===== config.mk =====
export PLATFORM = sky130hd
export DESIGN_NAME = add_compare_select_unit
export DESIGN_NICKNAME = d
export VERILOG_FILES = /design/src/rtl/viterbi_pkg.sv /design/src/rtl/acs_butterfly_cell.sv /design/src/rtl/add_compare_select_unit.sv
export SDC_FILE = /design/constraint.sdc
export NUM_CORES = 1
export LEC_CHECK = 0
export BUFFER_PORTS_ARGS = -buffer_cell sky130_fd_sc_hd__buf_2
export CAP_MARGIN = 25
export CORE_MARGIN = 1.5
export CORE_UTILIZATION = 51
export CTS_BUF_LIST = sky130_fd_sc_hd__clkbuf_16
export DETAILED_ROUTE_END_ITERATION = 8
export GPL_TIMING_DRIVEN = 0
export PLACE_DENSITY = 0.73
export REMOVE_ABC_BUFFERS = 1
export SLEW_MARGIN = 20
export SYNTH_ARGS = -nofsm -noshare
export SYNTH_HDL_FRONTEND = slang
export SYNTH_SLANG_ARGS = --single-unit

===== constraint.sdc =====
create_clock -name i_clk -period 11.6 [get_ports i_clk]
set_input_delay 1.74 -clock i_clk [delete_from_list [all_inputs] [get_ports i_clk]]
set_output_delay 1.74 -clock i_clk [all_outputs]
set_load 0.05 [all_outputs]

===== src/rtl/viterbi_pkg.sv =====
// Shared constants and types for the K=3, rate-1/2 (7,5) Viterbi decoder datapath.
package viterbi_pkg;

    localparam int unsigned NUM_STATES = 4;
    localparam int unsigned BM_W       = 2;

    typedef logic [1:0] state_idx_t;

    // Codeword indices into the branch-metric vector, {c1, c0}.
    localparam logic [1:0] CW_00 = 2'b00;
    localparam logic [1:0] CW_01 = 2'b01;
    localparam logic [1:0] CW_10 = 2'b10;
    localparam logic [1:0] CW_11 = 2'b11;

endpackage


===== src/rtl/acs_butterfly_cell.sv =====
// Combinational add-compare-select for one trellis state: two candidate paths in,
// survivor metric and decision out (tie keeps candidate A).
module acs_butterfly_cell
    import viterbi_pkg::*;
#(
    parameter int unsigned PM_W = 6
) (
    input  logic [PM_W-1:0] pm_a_i,
    input  logic [PM_W-1:0] pm_b_i,
    input  logic [BM_W-1:0] bm_a_i,
    input  logic [BM_W-1:0] bm_b_i,
    output logic [PM_W-1:0] pm_o,
    output logic            dec_o
);

    logic [PM_W-1:0] sum_a;
    logic [PM_W-1:0] sum_b;

    always_comb begin
        sum_a = pm_a_i + PM_W'(bm_a_i);
        sum_b = pm_b_i + PM_W'(bm_b_i);
        dec_o = (sum_b < sum_a);
        pm_o  = dec_o ? sum_b : sum_a;
    end

endmodule


===== src/rtl/add_compare_select_unit.sv =====
// Radix-2 ACS stage: four butterflies, MSB-clear normalization, argmin of the new
// metrics and registered decision/metric outputs, one trellis step per valid cycle.
module add_compare_select_unit
    import viterbi_pkg::*;
#(
    parameter int unsigned PM_W    = 6,
    parameter int unsigned INIT_PM = 4
) (
    input  logic            i_clk,
    input  logic            i_rst_n,
    input  logic            i_start,
    input  logic            i_valid,
    input  logic [1:0]      i_bm_0,
    input  logic [1:0]      i_bm_1,
    input  logic [1:0]      i_bm_2,
    input  logic [1:0]      i_bm_3,
    output logic            o_valid,
    output logic [3:0]      o_decision,
    output logic [PM_W-1:0] o_pm_0,
    output logic [PM_W-1:0] o_pm_1,
    output logic [PM_W-1:0] o_pm_2,
    output logic [PM_W-1:0] o_pm_3,
    output logic [1:0]      o_best_state,
    output logic            o_norm
);

    localparam logic [PM_W-1:0] INIT_V = PM_W'(INIT_PM);

    logic [BM_W-1:0]       bm     [NUM_STATES];
    logic [PM_W-1:0]       pm_q   [NUM_STATES];
    logic [PM_W-1:0]       pm_old [NUM_STATES];
    logic [PM_W-1:0]       pm_sel [NUM_STATES];
    logic [PM_W-1:0]       pm_d   [NUM_STATES];
    logic [NUM_STATES-1:0] dec_d;
    logic [NUM_STATES-1:0] dec_q;
    logic                  norm_d;
    logic                  norm_q;
    state_idx_t            best_d;
    state_idx_t            best_q;
    logic                  valid_q;
    logic [PM_W-1:0]       min_pm;

    assign bm[0] = i_bm_0;
    assign bm[1] = i_bm_1;
    assign bm[2] = i_bm_2;
    assign bm[3] = i_bm_3;

    // A restart step uses the initial metrics as its old metrics.
    always_comb begin
        for (int unsigned i = 0; i < NUM_STATES; i++) begin
            if (i_start) begin
                pm_old[i] = (i == 0) ? '0 : INIT_V;
            end else begin
                pm_old[i] = pm_q[i];
            end
        end
    end

    // Predecessors of state n are {n[0],0} (A) and {n[0],1} (B).
    acs_butterfly_cell #(.PM_W(PM_W)) u_acs_s0 (
        .pm_a_i (pm_old[0]),
        .pm_b_i (pm_old[1]),
        .bm_a_i (bm[CW_00]),
        .bm_b_i (bm[CW_11]),
        .pm_o   (pm_sel[0]),
        .dec_o  (dec_d[0])
    );

    acs_butterfly_cell #(.PM_W(PM_W)) u_acs_s1 (
        .pm_a_i (pm_old[2]),
        .pm_b_i (pm_old[3]),
        .bm_a_i (bm[CW_10]),
        .bm_b_i (bm[CW_01]),
        .pm_o   (pm_sel[1]),
        .dec_o  (dec_d[1])
    );

    acs_butterfly_cell #(.PM_W(PM_W)) u_acs_s2 (
        .pm_a_i (pm_old[0]),
        .pm_b_i (pm_old[1]),
        .bm_a_i (bm[CW_11]),
        .bm_b_i (bm[CW_00]),
        .pm_o   (pm_sel[2]),
        .dec_o  (dec_d[2])
    );

    acs_butterfly_cell #(.PM_W(PM_W)) u_acs_s3 (
        .pm_a_i (pm_old[2]),
        .pm_b_i (pm_old[3]),
        .bm_a_i (bm[CW_01]),
        .bm_b_i (bm[CW_10]),
        .pm_o   (pm_sel[3]),
        .dec_o  (dec_d[3])
    );

    always_comb begin
        norm_d = 1'b1;
        for (int unsigned i = 0; i < NUM_STATES; i++) begin
            norm_d = norm_d & pm_sel[i][PM_W-1];
        end
        for (int unsigned i = 0; i < NUM_STATES; i++) begin
            pm_d[i] = pm_sel[i];
            if (norm_d) begin
                pm_d[i][PM_W-1] = 1'b0;
            end
        end
    end

    // Strict less-than keeps the lowest index on ties.
    always_comb begin
        best_d = '0;
        min_pm = pm_d[0];
        for (int unsigned i = 1; i < NUM_STATES; i++) begin
            if (pm_d[i] < min_pm) begin
                min_pm = pm_d[i];
                best_d = state_idx_t'(i);
            end
        end
    end

    always_ff @(posedge i_clk or negedge i_rst_n) begin
        if (!i_rst_n) begin
            for (int unsigned i = 0; i < NUM_STATES; i++) begin
                pm_q[i] <= (i == 0) ? '0 : INIT_V;
            end
            valid_q <= 1'b0;
            dec_q   <= '0;
            best_q  <= '0;
            norm_q  <= 1'b0;
        end else begin
            valid_q <= i_valid;
            if (i_valid) begin
                for (int unsigned i = 0; i < NUM_STATES; i++) begin
                    pm_q[i] <= pm_d[i];
                end
                dec_q  <= dec_d;
                best_q <= best_d;
                norm_q <= norm_d;
            end else if (i_start) begin
                for (int unsigned i = 0; i < NUM_STATES; i++) begin
                    pm_q[i] <= pm_old[i];
                end
            end
        end
    end

    assign o_valid      = valid_q;
    assign o_decision   = dec_q;
    assign o_best_state = best_q;
    assign o_norm       = norm_q;
    assign o_pm_0       = pm_q[0];
    assign o_pm_1       = pm_q[1];
    assign o_pm_2       = pm_q[2];
    assign o_pm_3       = pm_q[3];

endmodule


# ---- Word-level counts from Yosys, hierarchy flattened
# Index checks and enable logic that the tools add are counted.
dict set report totals {
  ff_bits 32
  latchBits 0
  ramBits 0
  rom_bits 0
  inputBits 12
  output_inout_bits 32
  elab_cells 46
  mem_count 0
}
dict set report op_classes {
  add_sub_neg 8
  n_mul 0
  n_div 0
  magnitude_cmp 7
  n_eq_ne 0
  n_shift 0
  n_mux 19
  bitwise 3
  reduce_logical 1
}
# operator n
set ops {}
lappend ops {{2-to-1 mux 6 bit} 10}
lappend ops {{adder 6 x 2 -> 6 bit} 8}
lappend ops {{2-to-1 mux 24 bit} 2}
lappend ops {{less-than comparator 6 bit} 7}
lappend ops {{2-to-1 mux 1 bit} 5}
lappend ops {{2-to-1 mux 2 bit} 2}
lappend ops {{bitwise AND 1 bit} 3}
lappend ops {{nonzero test 2 bit} 1}

# ---- Logic depth before layout (Yosys ltp)
# Gate-level depths: netlist of run 1.
dict set report depth {
  word_depth 14
  depth_mapped 47
  depth_no_buf 41
}

# ---- By module
# A second synthesis of run 1 with hierarchy kept.
dict set report hier_totals {
  hier_cells 377
  area_unflattened_um2 3672.3
}
# mod instances cells_per_inst area_per_inst_um2
set modules_own_cells {}
lappend modules_own_cells {add_compare_select_unit 1 177 1920.6}
lappend modules_own_cells {{acs_butterfly_cell at u_acs_s1 ...} 2 50 439.2}
lappend modules_own_cells {{acs_butterfly_cell at u_acs_s0 ...} 2 50 436.7}

# ---- Least setup slack after synthesis of run 1
# Ideal clock, no wire load.
dict set report synth_path {
  path_kind {input-to-reg}
  from {input i_start}
  to {register best_q[1] (netlist: o_best_state[1])}
  setup_time_ps 90
  arrival_time_ps 10868
  setup_slack_ps 642
  path_stages 44
  cell_sequence {buf_2 clkbuf_1 clkbuf_1 buf_1 buf_1 buf_1 nor2b_1 ha_1 ha_1 a21oi_1 o32ai_1 ha_1 a21oi_1 o21ai_0 o211ai_1 o41ai_1 a221o_1 a41oi_2 [... 8 more ...] a2bb2oi_4 mux2_4 ha_1 a21o_1 a21o_1 a21oi_1 nor4b_1 a21oi_4 mux2_2 ha_1 a21oi_1 o22ai_1 or3_1 nor2_1 o211ai_1 a221oi_1 o211ai_1 o2111ai_1}
}
dict set report synth_via {
  elab_chain_cells 14
  elab_cells_between_ends 34
  cone_classes {add/sub (8); order compare (7); mux (16); bitwise (3)}
}
# element line_no
set synth_lines {}
lappend synth_lines {{start: declaration} add_compare_select_unit.sv:11} ;# input logic i_start,
lappend synth_lines {{2-to-1 mux 6 bit} add_compare_select_unit.sv:51} ;# if (i_start) begin
lappend synth_lines {{adder 6 x 2 -> 6 bit (on tied branches)} {acs_butterfly_cell.sv:21, acs_butterfly_cell.sv:20}}
lappend synth_lines {{less-than comparator 6 bit} acs_butterfly_cell.sv:22} ;# dec_o = (sum_b < sum_a);
lappend synth_lines {{2-to-1 mux 6 bit} acs_butterfly_cell.sv:23} ;# pm_o = dec_o ? sum_b : sum_a;
lappend synth_lines {{bitwise AND 1 bit (3 in series)} add_compare_select_unit.sv:99} ;# norm_d = norm_d & pm_sel[i][PM_W-1];
lappend synth_lines {{2-to-1 mux 1 bit} add_compare_select_unit.sv:103} ;# if (norm_d) begin
lappend synth_lines {{less-than comparator 6 bit} add_compare_select_unit.sv:114} ;# if (pm_d[i] < min_pm) begin
lappend synth_lines {{2-to-1 mux 6 bit} add_compare_select_unit.sv:114}
lappend synth_lines {{less-than comparator 6 bit} add_compare_select_unit.sv:114}
lappend synth_lines {{2-to-1 mux 6 bit} add_compare_select_unit.sv:114}
lappend synth_lines {{less-than comparator 6 bit} add_compare_select_unit.sv:114}
lappend synth_lines {{2-to-1 mux 2 bit *} add_compare_select_unit.sv:114}
lappend synth_lines {{end signal: assignment} add_compare_select_unit.sv:137} ;# best_q <= best_d;
lappend synth_lines {{end: declaration} add_compare_select_unit.sv:39} ;# state_idx_t best_q;
# Every way passes the cells marked *; elsewhere a longest branch is shown, timed or not.
# A chain may end at the register's enable or synchronous reset.

# ---- Worst setup path after layout of run 1
# Same ends and word-level chain as after synthesis.

==> out/metrics.yaml, run 1 <==
netlist_area_um2: 4025
status: "complete, no violations"
yosysWarnings: 0
drv_cap: 0
dp_hpwl_um: 8133
fmax_mhz: 92.95
netlist_top_cells_count: "53 x a21oi_1, 48 x ha_1, 48 x nand2_1"
required_ns: 11.79
synth_top_area_cell: "dfrtp_1"
syn_inst: 506
cts-buffers-inserted: 5
hold_viol_final: 0
async_flop_share_pct: 100.0
fin_nets: 592
clk_pin_slew_ns: 0.05
slowest_delay_ns: 0.45
gp_congestion: 0.8589
crit_type: "primary input to flop"
cp_max_fo: 55
ys_seq_area_share_pct: 19.99
pin_count: 44
core-area_um2: 7687
critPathSlowestCell: "a41oi_4"
critPathLaunchType: "primary input"
post-cts-setup-buffer-count: 0
synth_seq_cells: 32
whs_ns: 0.4860
area_growth_syn_to_layout_pct: 10.38
slew_viol_final: 0
clock-sinks: 32
synth_edf_count: 0
cts-hold-fix-buffers: 0
die_area_um2: 8435
cts_tree: "built"
setup_viol: 0
root_buffer: "clkbuf_16"
vias: 3879
viasPerCell: 6.109
synth_cell_types: 66
yosysTopAreaCellShare_pct: 18.03
clk_latency_ns: 0.29
htreeDepth: 2
synth_ff_type: "dfrtp_1"
hp-class: "flop to flop"
grt_max_degree: 55
wirelength_um: 10950
die_x_um: 91.84
syn_area_per_cell_um2: 7.955
drt_iter0_drc: 272
min_period_ns: 10.76
drive_above_1_share_pct: 16.70
worst-r2r-setup-slack_ns: 2.43
start_util_pct: 52.36
grt_pass1_wl_um: 17680
grt-ovfl-total: 0
tightestPinTransition_ns: 0.8538
num_rows: 32
skew_ns: 0.007202
grt_usage_pct: 26.17
grt_pass1_vias: 3633
ant_nets: 0
clk_path_buf_depth: 2
diodes: 0
cp_data_arrival_time_ns: 10.95
path_common_cell: "ha_1"
tns_ns: 0
numPortBuffers: 43
yosysMostFrequentCell: "a21oi_1"
slew_headroom_pct: 42.70
antenna_found_initial: 0
detail_route.wl_per_cell_um: 17.24
dr.pass1.iters: 5
synth.area.top_cells: "dfrtp_1 18%, ha_1 15%, a21oi_1 6.6%"
fin_crit_sh_pct: 92.74
die_h_um: 91.84
endpoint_kind: "flop"
drc: 0
-- what timing repair did --
action                                  4_1_cts  5_1_grt
pin swaps                                     0        0
resized for setup                             2        5
endpoints found under the setup margin        2        2
cloned                                        0        1
-- cell usage in the layout (no fill, tap or decap), types with 6 or more instances in the layout --
cell / instances
inv_1: 25
o21ai_0: 44
nand2_1: 48
xnor2_1: 11
a21o_1: 15
nand2b_1: 13
or3_1: 6
dfrtp_1: 29
nor2b_1: 17
ha_1: 48
a21oi_1: 52
mux2_2: 13
nand3_1: 11
nor2_1: 40
mux2i_1: 15
buf_2: 42
-- through the flow --
step           instances  worst slack [ns]  area (um2)  utilization (%)
6_report             635            0.8421        4443            57.80
4_1_cts              634            0.1069        4413            57.41
5_1_grt              635          -0.02020        4443            57.80
3_5_place_dp         626           -0.7837        4259            55.40
3_3_place_gp         626           -0.4451        4259            55.40
2_1_floorplan        481             1.818        3916                -
-- worst max-delay path: cells and delay by family --
family / cells / cell delay [ns]
muxes: 3 / 1.08
xor gates and xnor gates: 1 / 0.14
AOI/OAI and AO/OA: 21 / 4.34
and+or+nand+nor: 7 / 1.44
adders and majority gates: 5 / 1.44
buffers and inverters: 2 / 0.72
-- state kept, by name, summed over array words and instances, names as in the netlist --
register,cells
o_pm_0,6
o_pm_1,6
o_pm_2,6
o_pm_3,6
o_decision,4
o_best_state,2
o_norm,1
o_valid,1
-- cell type report --
| type | instances | area [um2] |
|---|---|---|
| clock buffer | 5 | 125.1 |
| multi-input combinational | 424 | 3047 |
| inverter | 25 | 97.59 |
| sequential | 32 | 804.5 |
| clock inverter | 3 | 15.01 |
| timing repair buffer | 43 | 221.5 |
| fill | 745 | 3244 |
| tap | 102 | 127.6 |
| timing repair inverter | 1 | 5.005 |
-- cell families after synthesis --
| family | synth area share, % |
|---|---|
| compound gates | 26.64 |
| xor+xnor | 3.481 |
| fa+ha+maj | 16.23 |
| buf+inv | 5.036 |
| flops | 19.99 |
| mux | 9.201 |
| simple gates | 19.43 |
-- final timing paths --
check | end | from | cells after the start
worst max-delay path | o_best_state[1] | i_start | 39
worst min-delay path | o_decision[3] | o_decision[3] | 2
worst max register to register | o_best_state[1] | o_pm_1[0] | 37
worst min register to register | o_decision[3] | o_decision[3] | 2
max in group asynchronous | o_pm_3[5] | i_rst_n | 1
min in group asynchronous | o_pm_0[4] | i_rst_n | 1
-- layer usage --
metal,global-route usage (%),share of wire [%]
met5,0,0
met4,8.333,1.7
met3,3.980,6.1
met2,41.36,46
met1,36.52,46
Power of run 1 is not shown: default switching activity piles up to over one toggle a cycle in this logic, so the estimate is an artifact.
==> run 2: changes to the inputs <==
Settings changed: ABC_AREA set to 1.
==> out/metrics.yaml, run 2 <==
synth_edf_count: 0
hp-class: "flop to flop"
viasPerCell: 5.322
die_x_um: 86.40
synth.area.top_cells: "dfrtp_1 20%, ha_1 17%, nand2_1 16%"
async_flop_share_pct: 100.0
core-area_um2: 6756
met2_usage_pct: 41.62
wirelength_um: 9196
start_util_pct: 52.50
die_h_um: 86.40
synth_top_area_cell: "dfrtp_1"
status: "complete, no violations"
final_cell_mix: "153 x nand2_1, 84 x inv_1, 48 x o21ai_0, 48 x ha_1, 43 x buf_2"
clk_pin_slew_ns: 0.05
num_rows: 30
hold_viol_final: 0
clock-sinks: 32
slowest_delay_ns: 0.75
vias: 3475
ant_nets: 0
worst-r2r-setup-slack_ns: 4.49
cp_data_arrival_time_ns: 8.91
drt_iter0_drc: 196
drive_above_1_share_pct: 13.09
yosysMostFrequentCell: "nand2_1"
skew_ns: 0.004142
ys_seq_area_share_pct: 22.68
use_met3_pct: 3.333
final_common_cell: "nand2_1"
grt_pass1_vias: 3226
detail_route.wl_per_cell_um: 14.08
tightestPinTransition_ns: 0.9267
drc: 0
fin_util_pct: 58.26
numPortBuffers: 43
cts-buffers-inserted: 5
yosysWarnings: 0
hold_end: "o_decision[1]"
placed_cells: 645
timing.rr.end: "o_best_state[0]"
cts_resized: 0
crit_type: "primary input to flop"
cts-hold-fix-buffers: 0
pin_count: 44
hold_start: "o_decision[1]"
synth_ff_type: "dfrtp_1"
timing.rr.start: "o_pm_3[2]"
critPathSlowestCell: "o211ai_1"
clk_path_buf_depth: 2
grt_max_degree: 33
setup_viol: 0
whs_ns: 0.4779
netlist_top_cells_count: "153 x nand2_1, 83 x inv_1, 48 x ha_1, 48 x o21ai_0, 40 x nor2_1"
fin_crit_sh_pct: 74.93
netlist_area_um2: 3547
htreeDepth: 2
synth_cell_types: 34
drv_cap: 0
cp_max_fo: 17
tns_ns: 0
cts_tree: "built"
syn_area_per_cell_um2: 6.618
worstHoldPathCells: 2
syn_inst: 536
clk_latency_ns: 0.28
path_common_cell: "nand2_1"
required_ns: 11.82
multi_input_area_um2: 2323
fin_nets: 632
dp_hpwl_um: 7112
post-cts-setup-buffer-count: 0
n_fill_cell: 660
grt-ovfl-total: 0
reg2reg_depth: 33
gp_congestion: 0.9161
grt_usage_pct: 25.79
synth_seq_cells: 32
rsz0062_at_grt: "no"
fin_cells: 653
grt_most_used_layer: "met2"
min_period_ns: 8.691
endpoint_kind: "flop"
met1_usage_pct: 36.90
antenna_found_initial: 0
fmax_mhz: 115.1
dr.pass1.iters: 4
diodes: 0
grt_pass1_wl_um: 15120
root_buffer: "clkbuf_16"
die_area_um2: 7464
critPathLaunchType: "primary input"
slew_headroom_pct: 37.95
seq_area_um2: 804.5
area_growth_syn_to_layout_pct: 10.97
slew_viol_final: 0
yosysTopAreaCellShare_pct: 20.46
[run 2: worst max-delay path: cells and delay by family]
family          cells  cell delay (ns)
fa+ha+maj           4             1.17
compound gates      9             2.88
xor+xnor            1             0.18
buf+inv             8             1.00
simple gates       17             1.89
[run 2: kinds of logic (layout without fill, tap and decap cells)]
| family | count (synthesis) | after routing | synth area share (%) |
|---|---|---|---|
| flops | 32 | 32 | 22.68 |
| simple gates | 242 | 242 | 28.96 |
| buf+inv | 101 | 138 | 11.82 |
| fa+ha+maj | 48 | 48 | 16.93 |
| compound gates | 88 | 88 | 13.44 |
| xor+xnor | 25 | 25 | 6.173 |
[run 2: stage by stage]
step / area [um2] / setup slack [ns]
after floorplan: 3457 / 4.533
after global placement: 3772 / 2.995
after detailed placement: 3772 / 2.863
after CTS: 3936 / 3.116
after global routing: 3936 / 1.977
final: 3936 / 2.909
[run 2: per-layer routing]
| layer | vias up | routed length, um |
|---|---|---|
| met5 | - | 0 |
| met4 | 0 | 80 |
| met3 | 10 | 490 |
| met2 | 98 | 4065 |
| met1 | 1579 | 4558 |
| li1 | 1788 | - |
[run 2: worst max path at each step]
stage | startpoint | slack (ns) | to
6_report | i_start | 2.91 | o_best_state[0]
4_1_cts | i_start | 3.12 | o_best_state[0]
5_1_grt | i_start | 1.98 | o_best_state[0]
2_1_floorplan | i_start | 4.53 | o_best_state[1]
3_3_place_gp | i_start | 3.00 | o_best_state[0]
3_5_place_dp | i_start | 2.86 | o_best_state[1]
[run 2: layout make-up]
| type | instances | area share [%] |
|---|---|---|
| Timing Repair Buffer | 43 | 5.467 |
| Tap cell | 80 | 2.543 |
| Clock inverter | 3 | 0.9854 |
| Clock buffer | 5 | 3.179 |
| Multi-Input combinational cell | 403 | 59.03 |
| Inverter | 87 | 8.360 |
| Sequential cell | 32 | 20.44 |
Power of run 2 is left out for the same reason.
